`src/rtl/vxe_vpu_cmd_dispatch.sv`:
```
// Command dispatcher for the VxE vector processing unit.
// Pops the command queue head, forwards configuration writes to the thread
// units, maintains the thread enable mask, and sequences execute commands.
// While an execute command runs, nothing new is popped.
//
// state   | meaning
// --------+-----------------------------------------------------------
// S_IDLE  | accepting commands; o_rd follows i_vld
// S_START | one-cycle start pulse to the frozen run mask
// S_WAIT  | waiting for every thread in the run mask to drop busy
module vxe_vpu_cmd_dispatch #(
    parameter int NTHR = 8
) (
    input  logic            clk,
    input  logic            nrst,
    input  logic            i_vld,
    output logic            o_rd,
    input  logic [4:0]      i_op,
    input  logic [2:0]      i_th,
    input  logic [47:0]     i_pl,
    output logic            o_cfg_we,
    output logic [2:0]      o_cfg_th,
    output logic [2:0]      o_cfg_reg,
    output logic [47:0]     o_cfg_data,
    output logic [NTHR-1:0] o_thr_start,
    output logic            o_thr_op,
    input  logic [NTHR-1:0] i_thr_busy,
    output logic [NTHR-1:0] o_en_mask,
    output logic            o_busy,
    output logic            o_err,
    input  logic            i_err_clr
);

    localparam logic [1:0] S_IDLE  = 2'd0;
    localparam logic [1:0] S_START = 2'd1;
    localparam logic [1:0] S_WAIT  = 2'd2;

    localparam logic [4:0] OP_NOP   = 5'h00;
    localparam logic [4:0] OP_SETEN = 5'h0D;
    localparam logic [4:0] OP_PROD  = 5'h10;
    localparam logic [4:0] OP_STORE = 5'h11;

    logic [1:0]      state_q, state_d;
    logic [NTHR-1:0] run_mask_q, run_mask_d;
    logic            kind_q, kind_d;
    logic [NTHR-1:0] en_mask_q, en_mask_d;
    logic            cfg_we_q, cfg_we_d;
    logic [2:0]      cfg_th_q, cfg_th_d;
    logic [2:0]      cfg_reg_q, cfg_reg_d;
    logic [47:0]     cfg_data_q, cfg_data_d;
    logic            err_q, err_d;

    logic pop;
    logic is_set, is_en, is_exec, is_known;

    // Opcode decode of the queue head; pop depends only on state and i_vld
    always_comb begin
        pop      = (state_q == S_IDLE) && i_vld;
        is_set   = (i_op >= 5'h08) && (i_op <= 5'h0C);
        is_en    = (i_op == OP_SETEN);
        is_exec  = (i_op == OP_PROD) || (i_op == OP_STORE);
        is_known = (i_op == OP_NOP) || is_set || is_en || is_exec;
    end

    // Sequencer next state; an execute with an empty enable mask is dropped
    always_comb begin
        state_d    = state_q;
        run_mask_d = run_mask_q;
        kind_d     = kind_q;
        case (state_q)
            S_IDLE: begin
                if (pop && is_exec && (en_mask_q != '0)) begin
                    run_mask_d = en_mask_q;
                    kind_d     = i_op[0];
                    state_d    = S_START;
                end
            end
            S_START: state_d = S_WAIT;
            S_WAIT: begin
                if ((i_thr_busy & run_mask_q) == '0) state_d = S_IDLE;
            end
            default: state_d = S_IDLE;
        endcase
    end

    // Config write, enable mask and sticky error next-state (error set wins)
    always_comb begin
        cfg_we_d   = pop && is_set;
        cfg_th_d   = cfg_th_q;
        cfg_reg_d  = cfg_reg_q;
        cfg_data_d = cfg_data_q;
        if (pop && is_set) begin
            cfg_th_d   = i_th;
            cfg_reg_d  = i_op[2:0];
            cfg_data_d = i_pl;
        end
        en_mask_d = en_mask_q;
        if (pop && is_en) begin
            for (int i = 0; i < NTHR; i++) begin
                if (i_th == 3'(i)) en_mask_d[i] = i_pl[0];
            end
        end
        err_d = err_q;
        if (pop && !is_known) err_d = 1'b1;
        else if (i_err_clr)   err_d = 1'b0;
    end

    // State and output registers
    always_ff @(posedge clk or negedge nrst) begin
        if (!nrst) begin
            state_q    <= S_IDLE;
            run_mask_q <= '0;
            kind_q     <= 1'b0;
            en_mask_q  <= '0;
            cfg_we_q   <= 1'b0;
            cfg_th_q   <= '0;
            cfg_reg_q  <= '0;
            cfg_data_q <= '0;
            err_q      <= 1'b0;
        end else begin
            state_q    <= state_d;
            run_mask_q <= run_mask_d;
            kind_q     <= kind_d;
            en_mask_q  <= en_mask_d;
            cfg_we_q   <= cfg_we_d;
            cfg_th_q   <= cfg_th_d;
            cfg_reg_q  <= cfg_reg_d;
            cfg_data_q <= cfg_data_d;
            err_q      <= err_d;
        end
    end

    // Output mapping
    always_comb begin
        o_rd        = pop;
        o_cfg_we    = cfg_we_q;
        o_cfg_th    = cfg_th_q;
        o_cfg_reg   = cfg_reg_q;
        o_cfg_data  = cfg_data_q;
        o_thr_start = (state_q == S_START) ? run_mask_q : '0;
        o_thr_op    = kind_q;
        o_en_mask   = en_mask_q;
        o_busy      = (state_q != S_IDLE);
        o_err       = err_q;
    end

endmodule

```
`config.mk`:
```
export PLATFORM = sky130hd
export DESIGN_NAME = vxe_vpu_cmd_dispatch
export DESIGN_NICKNAME = d
export VERILOG_FILES = /design/src/rtl/vxe_vpu_cmd_dispatch.sv
export SDC_FILE = /design/constraint.sdc
export NUM_CORES = 1
export LEC_CHECK = 0
export CELL_PAD_IN_SITES_DETAIL_PLACEMENT = 0
export CELL_PAD_IN_SITES_GLOBAL_PLACEMENT = 1
export CORE_MARGIN = 1
export CORE_UTILIZATION = 34
export DETAILED_ROUTE_END_ITERATION = 8
export PLACE_DENSITY = 0.86
export SETUP_SLACK_MARGIN = 0.5
export SLEW_MARGIN = 0
export SYNTH_ARGS = -nofsm -noshare
export SYNTH_HDL_FRONTEND = slang
export SYNTH_SLANG_ARGS = --single-unit
```
`constraint.sdc`:
```
create_clock -name clk -period 3.3 [get_ports clk]
set_input_delay 0.33 -clock clk [delete_from_list [all_inputs] [get_ports clk]]
set_output_delay 0.33 -clock clk [all_outputs]
set_load 0.02 [all_outputs]
```
==> out/qor.yml <==
num_vias: 2182
arrival_ps: 1970
cts_setup_buffers: 0
htree_levels: 3
postCtsResizedCells: 0
rr_startpoint: "state_q[1]"
grt_antenna_before_repair: 0
io_buffers: 142
slew_viol_final: 0
multi_input_area_mm2: 0.00110
cp-start-kind: "register"
synth_edf_count: 0
rsz0062_at_grt: "false"
nNetsFinal: 414
hold_violations: 0
min_period_over_period_pct: 69.7
required_ps: 2970
cts_buffers: 9
rows: 34
rr_endpoint: "run_mask_q[4]"
synth_area_leaders: "dfrtp_1 62%, mux2_2 26%, and2_1 1.7%, nor4_1 1.7%, a22oi_1 0.99%"
largest_reg_flops: 48
synth_area_mm2: 0.00303
status: "finished, final reports clean"
crit_type: "register to output port"
ys_seq_area_share_pct: 62.0
avgSynthCellArea_um2: 15.2
endpoint: "o_thr_start[7]"
tns_ps: 0
maxCapViolCount: 0
track_usage_pct: 15.5
cts-root-buf: "clkbuf_8"
ys_ff_latch: 75
hold_path.class: "input port to asynchronous set/reset pin"
synth_commonest_cells: "75 x dfrtp_1, 71 x mux2_2, 8 x and2_1, 8 x nor4_1, 6 x clkbuf_1"
power-per-cell-area_mw_per_mm2: 552
syn2layout_area_growth_pct: 56.8
ant_nets: 0
max_slew.worst_pin.slew_ps: 948
startpoint: "state_q[0]"
ys_async_sr_fraction_pct: 100
cts_buffer_depth: 2
cts_hold_buf: 0
drive_above_1_share_pct: 26.5
syn-num-nets: 267
setup_viol: 0
cp-end-kind: "output port"
fillers: 772
routed_wl_um: 6870
clkLatencyLatePin_ps: 340
cts_tree: "done"
die_x_um: 96.3
relSlewSlack_pct: 36.8
fin_hold_ws_ps: 108
grt_pass1_wl_um: 10900
io_pins: 143
synth_cell_types: 26
p_leak_nw: 2.01
gp_congestion: 0.666
crit_fanout: 9
synth_top_area_share_pct: 62.0
grt_pass1_vias: 2251
die_height_um: 96.3
layout_min_cycle_time_ps: 2300
cts.clk_slew.worst_paths_ps: 80
dieArea_mm2: 0.00928
grt_max_degree: 76
yosysMostFrequentCell: "dfrtp_1"
vdd_drop_max_mv: 0.297
diodes: 0
initial_utilization_pct: 34.9
yosysTopAreaCell: "dfrtp_1"
clock-sinks: 75
dp_hpwl_um: 4890
wl_per_cell_um: 15.0
synthCells: 199
drc: 0
coreArea_mm2: 0.00868
seq_area_mm2: 0.00188
vias_per_cell: 4.75
reg2reg_slack_ps: 1080
max_freq_mhz: 435
clock_skew_ps: 5.93
dr.pass1.iters: 4
final_core_util_pct: 54.7
r2r_cells: 3
drt_iter0_drc: 38
dominantRegCellSynth: "dfrtp_1"
grt-ovfl-total: 0
yosysWarnings: 0
==> worst min-delay path by stage <==
stage / start / end
2_1_floorplan: nrst / o_cfg_data[0]
3_3_place_gp: o_cfg_data[1] / o_cfg_data[1]
3_5_place_dp: o_cfg_data[22] / o_cfg_data[22]
4_1_cts: nrst / o_cfg_data[47]
5_1_grt: nrst / o_cfg_data[47]
6_report: nrst / o_cfg_data[47]
==> cell families (layout without fill, tap and decap cells) <==
family                 count (synthesis)  after routing  share of synthesized area (%)
AND/OR/NAND/NOR                       32             32                           7.03
multiplexers                          71             71                           26.4
AO/OA/AOI/OAI                         11             11                           3.02
flip-flops                            75             75                           62.0
buffers and inverters                 10            162                           1.49
==> layout by cell type, fill, tap and decap left out <==
| cell type | instances |
|---|---|
| a211oi_4 | 1 |
| a21o_1 | 1 |
| a21oi_1 | 1 |
| a22oi_1 | 4 |
| and2_1 | 8 |
| buf_12 | 1 |
| buf_4 | 1 |
| clkbuf_8 | 10 |
| clkdlybuf4s50_1 | 141 |
| clkinv_2 | 2 |
| clkinv_4 | 1 |
| clkinvlp_4 | 3 |
| dfrtp_1 | 75 |
| inv_1 | 3 |
| mux2_2 | 71 |
| nand2_1 | 1 |
| nand2b_1 | 3 |
| nand4_1 | 1 |
| nand4b_1 | 2 |
| nor2_1 | 1 |
| nor2b_1 | 2 |
| nor3b_1 | 1 |
| nor4_1 | 8 |
| nor4b_1 | 2 |
| o21ai_0 | 1 |
| o21ba_2 | 1 |
| o22ai_1 | 1 |
| o31ai_1 | 1 |
| or2_2 | 1 |
| or3b_2 | 1 |
| or4b_1 | 1 |
==> worst max-delay path, cell delays in order, from the launching register on <==
cell and delay (ps):
dfrtp_1 400, nor2b_1 430, and2_1 210, clkdlybuf4s50_1 600
==> report_power, final <==
group	internal [W]	total [W]	switching, W
Combinational	0.000462	0.000831	0.000369
Clock	0.000292	0.000627	0.000336
Sequential	0.00108	0.00116	0.0000807
==> metrics by stage <==
stage | instances | setup WS, ps | area [um^2] | total power, W
6_report | 459 | 1000 | 4740 | 0.00262
4_1_cts | 459 | 991 | 4740 | 0.00266
3_3_place_gp | 443 | 765 | 4570 | 0.00200
2_1_floorplan | 199 | 1210 | 3030 | 0.00154
3_5_place_dp | 443 | 723 | 4570 | 0.00202
5_1_grt | 459 | 850 | 4740 | 0.00276
==> cell type report <==
cell class	count	share of cell area, %
inverters	3	0.237
clock inverters	6	0.870
clock buffers	10	2.90
repair buffers	143	30.3
well taps	108	2.85
multi-input cells	114	23.3
flip-flops and latches	75	39.6
==> per-layer routing <==
layer,vias up,global-route usage [%],share of wire (%)
li1,1013,-,-
met1,1089,18.8,41
met3,6,6.64,8.6
met5,-,0,0
met4,0,4.04,0.64
met2,74,25.2,49
Power figures use the tool's default switching activity.
